===== config.mk =====
export PLATFORM = sky130hd
export DESIGN_NAME = card_dealer
export DESIGN_NICKNAME = d
export VERILOG_FILES = /design/src/rtl/card_pkg.sv /design/src/rtl/card_decode.sv /design/src/rtl/card_dealer.sv
export SDC_FILE = /design/constraint.sdc
export NUM_CORES = 1
export LEC_CHECK = 0
export BUFFER_PORTS_ARGS = -buffer_cell sky130_fd_sc_hd__buf_4
export CORE_MARGIN = 2
export CORE_UTILIZATION = 57
export DETAILED_ROUTE_END_ITERATION = 6
export GPL_TIMING_DRIVEN = 1
export PLACE_DENSITY = 0.87
export SYNTH_ARGS = -nofsm -noshare
export SYNTH_HDL_FRONTEND = slang
export SYNTH_SLANG_ARGS = --single-unit

===== constraint.sdc =====
create_clock -name Clock -period 4 [get_ports Clock]
set_input_delay 0.8 -clock Clock [delete_from_list [all_inputs] [get_ports Clock]]
set_output_delay 0.8 -clock Clock [all_outputs]
set_load 0.03 [all_outputs]

===== src/rtl/card_pkg.sv =====
// Shared constants and types for the card dealer and card scoring logic.
package card_pkg;

    localparam int DECK_SIZE = 52;
    localparam int SUITS     = 4;
    localparam int RANKS     = 13;

    localparam logic [3:0] RANK_ACE  = 4'd0;
    localparam logic [3:0] RANK_KING = 4'd12;
    localparam logic [3:0] RANK_NONE = 4'd15;

    localparam logic [5:0] CARD_NONE = 6'b111111;

    typedef enum logic [1:0] {
        IDLE,
        ADDR,
        WAIT,
        OUT
    } state_t;

endpackage


===== src/rtl/card_decode.sv =====
// Combinational card ID decode into suit, rank, points, ace and error flags.
module card_decode
    import card_pkg::*;
(
    input  logic [5:0] card_id,
    output logic [1:0] suit,
    output logic [3:0] rank,
    output logic [3:0] points,
    output logic       is_ace,
    output logic       card_err
);

    logic [5:0] residue;

    // Repeated subtract-13 instead of a divider
    always_comb begin
        suit     = 2'd3;
        rank     = RANK_NONE;
        points   = 4'd0;
        is_ace   = 1'b0;
        card_err = 1'b0;
        residue  = card_id;
        if (card_id >= 6'(DECK_SIZE)) begin
            card_err = 1'b1;
        end else begin
            suit = 2'd0;
            for (int s = 0; s < SUITS - 1; s++) begin
                if (residue >= 6'(RANKS)) begin
                    residue = residue - 6'(RANKS);
                    suit    = suit + 2'd1;
                end
            end
            rank   = residue[3:0];
            is_ace = (rank == RANK_ACE);
            if (is_ace)
                points = 4'd11;
            else if (rank >= 4'd10 && rank <= RANK_KING)
                points = 4'd10;
            else
                points = rank + 4'd1;
        end
    end

endmodule


===== src/rtl/card_dealer.sv =====
// Deals cards from the shuffled deck RAM and decodes them for the game FSM.
// Optional AUTO_RESHUFFLE_EN adds a one-shot reshuffle_req per deck.
module card_dealer
    import card_pkg::*;
#(
    parameter int READ_LAT = 2
`ifdef AUTO_RESHUFFLE_EN
    ,
    parameter int RESHUFFLE_THRESH = 15
`endif
) (
    input  logic       Clock,
    input  logic       Reset,
    input  logic       shuffleOn,
    input  logic       new_deck,
    input  logic       deal_req,
    output logic [5:0] Address,
    input  logic [5:0] DataOut,
    output logic       card_valid,
    output logic [5:0] card_id,
    output logic [1:0] suit,
    output logic [3:0] rank,
    output logic [3:0] points,
    output logic       is_ace,
    output logic       card_err,
    output logic       deck_empty,
    output logic [5:0] cards_left,
`ifdef AUTO_RESHUFFLE_EN
    output logic       reshuffle_req,
`endif
    output logic       busy
);

    state_t     state;
    logic [5:0] ptr;
    logic [5:0] ptr_next;
    logic [1:0] cnt;
    logic       nd_pend;
    logic       apply_nd;

    logic [1:0] dec_suit;
    logic [3:0] dec_rank;
    logic [3:0] dec_points;
    logic       dec_ace;
    logic       dec_err;

    card_decode u_decode (
        .card_id  (DataOut),
        .suit     (dec_suit),
        .rank     (dec_rank),
        .points   (dec_points),
        .is_ace   (dec_ace),
        .card_err (dec_err)
    );

    assign deck_empty = (ptr == 6'(DECK_SIZE));
    assign cards_left = 6'(DECK_SIZE) - ptr;
    assign ptr_next   = deck_empty ? ptr : ptr + 6'd1;
    assign busy       = (state != IDLE);
    assign apply_nd   = new_deck || nd_pend;

    always_ff @(posedge Clock) begin
        if (Reset) begin
            state      <= IDLE;
            ptr        <= '0;
            cnt        <= '0;
            nd_pend    <= 1'b0;
            Address    <= CARD_NONE;
            card_valid <= 1'b0;
            card_id    <= '0;
            suit       <= '0;
            rank       <= '0;
            points     <= '0;
            is_ace     <= 1'b0;
            card_err   <= 1'b0;
        end else begin
            card_valid <= 1'b0;
            if (new_deck && state != IDLE)
                nd_pend <= 1'b1;
            unique case (state)
                IDLE: begin
                    if (apply_nd) begin
                        ptr     <= '0;
                        nd_pend <= 1'b0;
                    end else if (deal_req && !shuffleOn && !deck_empty) begin
                        Address <= ptr;
                        state   <= ADDR;
                    end
                end
                ADDR: begin
                    if (shuffleOn) begin
                        Address <= CARD_NONE;
                        state   <= IDLE;
                        if (apply_nd) begin
                            ptr     <= '0;
                            nd_pend <= 1'b0;
                        end
                    end else begin
                        Address <= ptr;
                        cnt     <= 2'(READ_LAT - 1);
                        state   <= WAIT;
                    end
                end
                WAIT: begin
                    if (shuffleOn) begin
                        Address <= CARD_NONE;
                        state   <= IDLE;
                        if (apply_nd) begin
                            ptr     <= '0;
                            nd_pend <= 1'b0;
                        end
                    end else if (cnt == 2'd0) begin
                        // Decode is registered alongside the raw ID
                        card_id    <= DataOut;
                        suit       <= dec_suit;
                        rank       <= dec_rank;
                        points     <= dec_points;
                        is_ace     <= dec_ace;
                        card_err   <= dec_err;
                        card_valid <= 1'b1;
                        ptr        <= ptr_next;
                        state      <= OUT;
                    end else begin
                        cnt <= cnt - 2'd1;
                    end
                end
                OUT: begin
                    Address <= CARD_NONE;
                    state   <= IDLE;
                    if (apply_nd) begin
                        ptr     <= '0;
                        nd_pend <= 1'b0;
                    end
                end
            endcase
        end
    end

`ifdef AUTO_RESHUFFLE_EN
    logic armed;
    logic capture;

    assign capture = (state == WAIT) && !shuffleOn && (cnt == 2'd0);

    // Pointer at zero means a fresh deck, so that is where the one-shot re-arms
    always_ff @(posedge Clock) begin
        if (Reset) begin
            armed         <= 1'b1;
            reshuffle_req <= 1'b0;
        end else begin
            reshuffle_req <= 1'b0;
            if (ptr == 6'd0)
                armed <= 1'b1;
            if (capture && armed &&
                (6'(DECK_SIZE) - ptr_next) <= 6'(RESHUFFLE_THRESH)) begin
                reshuffle_req <= 1'b1;
                armed         <= 1'b0;
            end
        end
    end
`endif

endmodule


# Yosys cells after proc, flatten, opt, wreduce, memory -nomap -nowiden
# Cells that the tools add are included.
[classes] muxes=44 bitwise_logic=2 add_sub_neg=9 n_eq_ne=13 reduce_logical=20 magnitude_cmp=6
[op_table] cell="$mux W6" n=13
[op_table] cell="$mux W2" n=13
[op_table] cell="$mux W4" n=6
[op_table] cell="$pmux W6 S4" n=1
[op_table] cell="$ge A6 B4 Y1 const B" n=3
[op_table] cell="$pmux W6 S3" n=1
[op_table] cell="$ne A2 B2 Y1 const B" n=7
[op_table] cell="$reduce_and A3 Y1" n=4
[op_table] cell="$sub A6 B4 Y6 const B" n=2
[op_table] cell="$pmux W2 S4" n=1
[op_table] cell="$mux W1" n=7
[op_table] cell="$add A6 B1 Y6 const B" n=1
[op_table] cell="$eq A6 B6 Y1 const B" n=1
[op_table] cell="$ge A6 B6 Y1 const B" n=1
[op_table] cell="$ne A3 B3 Y1 const B" n=2
[op_table] cell="$sub A6 B6 Y6 const A" n=1
[op_table] cell="$add A2 B1 Y2 const B" n=2
[op_table] cell="$add A4 B1 Y4 const B" n=1
[op_table] cell="$eq A2 B2 Y1 const B" n=2
[op_table] cell="$ge A4 B4 Y1 const B" n=1
[op_table] cell="$le A4 B4 Y1 const B" n=1
[op_table] cell="$logic_and A1 B1 Y1" n=4
[op_table] cell="$logic_not A2 Y1" n=2
[op_table] cell="$logic_not A4 Y1" n=1
[op_table] cell="other kinds (12)" n=16
[totals] input_bits=11 output_inout_bits=33 regBits=36

# Depth between registers and ports, before layout
[depth] word_depth=14 mapped_depth=13 depth_no_buf=13

# Cells and area by module
# A second synthesis with hierarchy kept.
[hier_totals] hier_cells=341 hier_area_um2=2698.8
[by_module_without_submodules] module="card_dealer" seq_area_each_um2=720.7 area_per_inst_um2=1684.1 instances=1 cells_per_inst=201
[by_module_without_submodules] module="card_decode" seq_area_each_um2=0.0 area_per_inst_um2=1014.7 instances=1 cells_per_inst=140

# Worst setup path before layout
# No wires, ideal clock.
[synth_timing] path_kind="input to register" start="input DataOut[0]" end="register points[3]" path_buffers=0 path_stages=11 path_slack_ns=0.794 required_time_ns=3.862 t_arrival_ns=3.068 path_cell_list="inv_1 ha_1 and2b_4 o21ai_4 mux2i_2 nor4_2 or2_4 o211a_4 o21a_1 a22oi_2 o221ai_1"
[synth_via] elab_chain_cells=14 word_cells_on_any_way=21 classes_between="4 x add/sub; 6 x order compare; 9 x mux; 2 x reduce/logical"
[synth_lines] item="start: declaration" line_no="card_dealer.sv:18" rtl="input logic [5:0] DataOut,"
[synth_lines] item="$sub A6 B4 Y6 or $ge A6 B4 Y1 (tied branches)" line_no="card_decode.sv:29, card_decode.sv:28"
[synth_lines] item="$mux W6" line_no="card_decode.sv:28" rtl="if (residue >= 6'(RANKS)) begin"
[synth_lines] item="$mux W6" line_no="card_decode.sv:23" rtl="if (card_id >= 6'(DECK_SIZE)) begin"
[synth_lines] item="$sub A6 B4 Y6 or $ge A6 B4 Y1 (tied branches)" line_no="card_decode.sv:29, card_decode.sv:28"
[synth_lines] item="$mux W6" line_no="card_decode.sv:28"
[synth_lines] item="$mux W6" line_no="card_decode.sv:23"
[synth_lines] item="$ge A6 B4 Y1 or $sub A4 B4 Y4 (tied branches)" line_no="card_decode.sv:28, card_decode.sv:29"
[synth_lines] item="$mux W4" line_no="card_decode.sv:28"
[synth_lines] item="$mux W4" line_no="card_decode.sv:23"
[synth_lines] item="$ge A4 B4 Y1 or $le A4 B4 Y1 (tied branches)" line_no="card_decode.sv:37" rtl="else if (rank >= 4'd10 && rank <= RANK_KING)"
[synth_lines] item="$logic_and A1 B1 Y1" line_no="card_decode.sv:37"
[synth_lines] item="$mux W4" line_no="card_decode.sv:37"
[synth_lines] item="$mux W4" line_no="card_decode.sv:35" rtl="if (is_ace)"
[synth_lines] item="$mux W4 (*)" line_no="card_decode.sv:23"
[synth_lines] item="end signal: assignment" line_no="card_dealer.sv:117" rtl="points <= dec_points;"
[synth_lines] item="end: declaration" line_no="card_dealer.sv:23" rtl="output logic [3:0] points,"
# Every way passes the cells marked *; elsewhere a longest branch is shown, timed or not. The select of a mux whose other input is x is not followed.
# A chain may end at the register's enable or synchronous reset.

# Worst setup path in the final report
# Same ends and word-level chain as after synthesis.

==> impl_metrics.tcl <==
set metrics [dict create \
    design.core.area_mm2 0.00444 \
    cts.path.max_buffers 2 \
    slew_headroom 0.497 \
    fin_skew_ns 0.00957 \
    grt_max_degree 37 \
    tightestPinTransition_ns 0.754 \
    layout_commonest_cell "buf_4" \
    holdPathStages 2 \
    gp_congestion 0.927 \
    cts-resized-gates 0 \
    finalHoldViolations 0 \
    clockRootBuffer "clkbuf_8" \
    worst_setup_hold_path_clk_slew_ns 0.07 \
    fmax_mhz 295 \
    maxSlewViolCount 0 \
    period_share 0.847 \
    antenna_found_initial 0 \
    drive_gt1_frac 0.237 \
    drcViolationCount 0 \
    drtIter0Drc 142 \
    syn2layout_area_growth_pct 15.6 \
    cts_buffers 5 \
    synth_edf_count 0 \
    rows 24 \
    multi_input_area_mm2 0.00178 \
    grt_pass1_wl_um 10800 \
    cts_tree "built" \
    dieArea_mm2 0.00524 \
    fin_area_mm2 0.00308 \
    crit_fanout 12 \
    num_vias 2623 \
    wl_um 6520 \
    die_w_um 72.4 \
    fin_nets 394 \
    setup.worst_path.end_class "flip-flop" \
    instances_no_fill 424 \
    postPlaceCellArea_mm2 0.00299 \
    grt.total_usage 0.254 \
    setup-violations-final 0 \
    post_cts_buffers 0 \
    first_pass_iters 5 \
    cts_hold_buf 0 \
    cp.arrival_ns 3.54 \
    min_period_ns 3.39 \
    yosysTopAreaCell "dfxtp_1" \
    yosysUniqueCellTypes 74 \
    ant_nets 0 \
    grt_pass1_vias 2323 \
    post-place-cells 416 \
    worst_ir_drop_vdd_mv 0.129 \
    syn-cell-area_mm2 0.00267 \
    p_total_mw 1.01 \
    htreeDepth 2 \
    cp.required_ns 4.16 \
    power_leakage_nw 1.17 \
    ys.flop_type "dfxtp_1" \
    postSynthAreaPerCell_um2 7.94 \
    worst_hold_path_type "flip-flop to flip-flop" \
    insertedDiodeCount 0 \
    wl_per_cell_um 15.4 \
    p_per_area_mw_per_mm2 329 \
    most-common-layout-cells "buf_4, nor2_1, dfxtp_1" \
    async_flop_share 0 \
    grt-ovfl-total 0 \
    critPathLaunchType "input pin" \
    clkSinkCount 36 \
    fp.dieH_um 72.4 \
    syn_nets 359 \
    rsz0062_at_grt "no" \
    status "finished, final reports clean" \
    port_buffers 43 \
    pin_count 44 \
    via_per_inst 6.19 \
    netlist.area_leader.share 0.270 \
    clk_latency_ns 0.29 \
    fillCellCount 349 \
    hpwl_um 4730 \
    initial_core_util 0.600 \
    netlist_instances 336 \
    seqCellArea_um2 721 \
    r2r_cells 11 \
    yosysSeqAreaShare 0.270 \
    max-cap-violations 0 \
    tns_ns 0 \
    ys_ff_latch 36 \
    synth_warnings 0 \
    fin_util 0.694 \
    synthTopCellsByArea "dfxtp_1, nor2_1, ha_1, nand2_1, a21oi_1" \
    critPathKind "input pin to flip-flop" \
]
-- where the power goes --
| group | total [mW] | internal, mW | switching, mW |
|---|---|---|---|
| clock | 0.270 | 0.140 | 0.130 |
| sequential | 0.388 | 0.376 | 0.0115 |
| combinational | 0.357 | 0.131 | 0.226 |
| total | 1.01 | 0.647 | 0.368 |
-- stage by stage --
stage / hold WS (ns) / setup slack (ns)
final: 0.456 / 0.614
after global routing: 0.480 / 0.429
after floorplan: 0.467 / 0.794
after global placement: 0.444 / 0.492
after detailed placement: 0.447 / 0.339
after CTS: 0.456 / 0.639
-- final timing paths --
path | from | endpoint | slack, ns
min reg2reg | card_id[3] | card_id[3] | 0.46
max | DataOut[0] | points[3] | 0.61
max reg2reg | state[0] | points[1] | 1.45
min | card_id[3] | card_id[3] | 0.46
-- layer usage --
layer  up-vias  global-route usage  share of wire
li1       1284                   -              -
met3        22              0.0417          0.051
met5         -                   0              0
met1      1211               0.316           0.43
met2       106               0.433           0.49
met4         0               0.107          0.028
-- cells in the mapped netlist (2+ instances only) --
| cell type | instances |
|---|---|
| ha_1 | 12 |
| nand4_1 | 4 |
| a41oi_1 | 2 |
| o21bai_1 | 2 |
| mux2_2 | 3 |
| o21a_1 | 2 |
| o21ai_0 | 20 |
| dfxtp_1 | 36 |
| nor2_4 | 2 |
| xnor2_1 | 3 |
| a31oi_1 | 6 |
| a311oi_1 | 2 |
| a21oi_1 | 23 |
| o31a_1 | 2 |
| nand2b_1 | 4 |
| nor2_1 | 43 |
| o31ai_1 | 3 |
| nor3_1 | 16 |
| mux2i_1 | 4 |
| nand2_1 | 35 |
| a211o_1 | 6 |
| o32ai_4 | 2 |
| buf_4 | 6 |
| inv_2 | 2 |
| nor2b_1 | 4 |
| o211ai_1 | 3 |
| or2_2 | 2 |
| and3_1 | 3 |
| inv_1 | 14 |
| xor2_1 | 3 |
| a211oi_1 | 9 |
| clkbuf_1 | 12 |
| nand3_1 | 5 |
-- sequential cells by signal, indices dropped and copies added (netlist names) --
signal	count
points	4
card_err	1
card_id	6
card_valid	1
is_ace	1
cnt	2
Address	6
suit	2
rank	4
state	2
ptr	6
nd_pend	1
-- critical path, cell delays in order --
cell and delay (ns):
buf_4 0.13, inv_1 0.10, ha_1 0.32, and2b_4 0.23, o21ai_4 0.24, inv_2 0.12, o32ai_4 0.40, o21ai_2 0.23
a21boi_2 0.33, a21oi_2 0.14, o21a_1 0.27, a22oi_2 0.12, o221ai_1 0.12
-- layout make-up --
| type | count | share of cell area |
|---|---|---|
| flip-flops and latches | 36 | 0.234 |
| clock inverters | 1 | 0.00243 |
| multi-input cells | 263 | 0.576 |
| repair buffers | 49 | 0.119 |
| clock buffers | 7 | 0.0280 |
| well taps | 52 | 0.0211 |
| inverters | 16 | 0.0195 |
-- kinds of logic (layout without fill, tap and decap cells) --
family                     count (synthesis)  in the layout  share of synthesized area
and+or+nand+nor                          132            132                      0.247
DFF                                       36             36                      0.270
AOI/OAI and AO/OA                        104            104                      0.304
adders and majority gates                 12             12                     0.0563
xor gates and xnor gates                   7              7                     0.0258
buffers and inverters                     37             73                     0.0638
muxes                                      8              8                     0.0328
No activity file was read; power rests on OpenSTA's default activity.
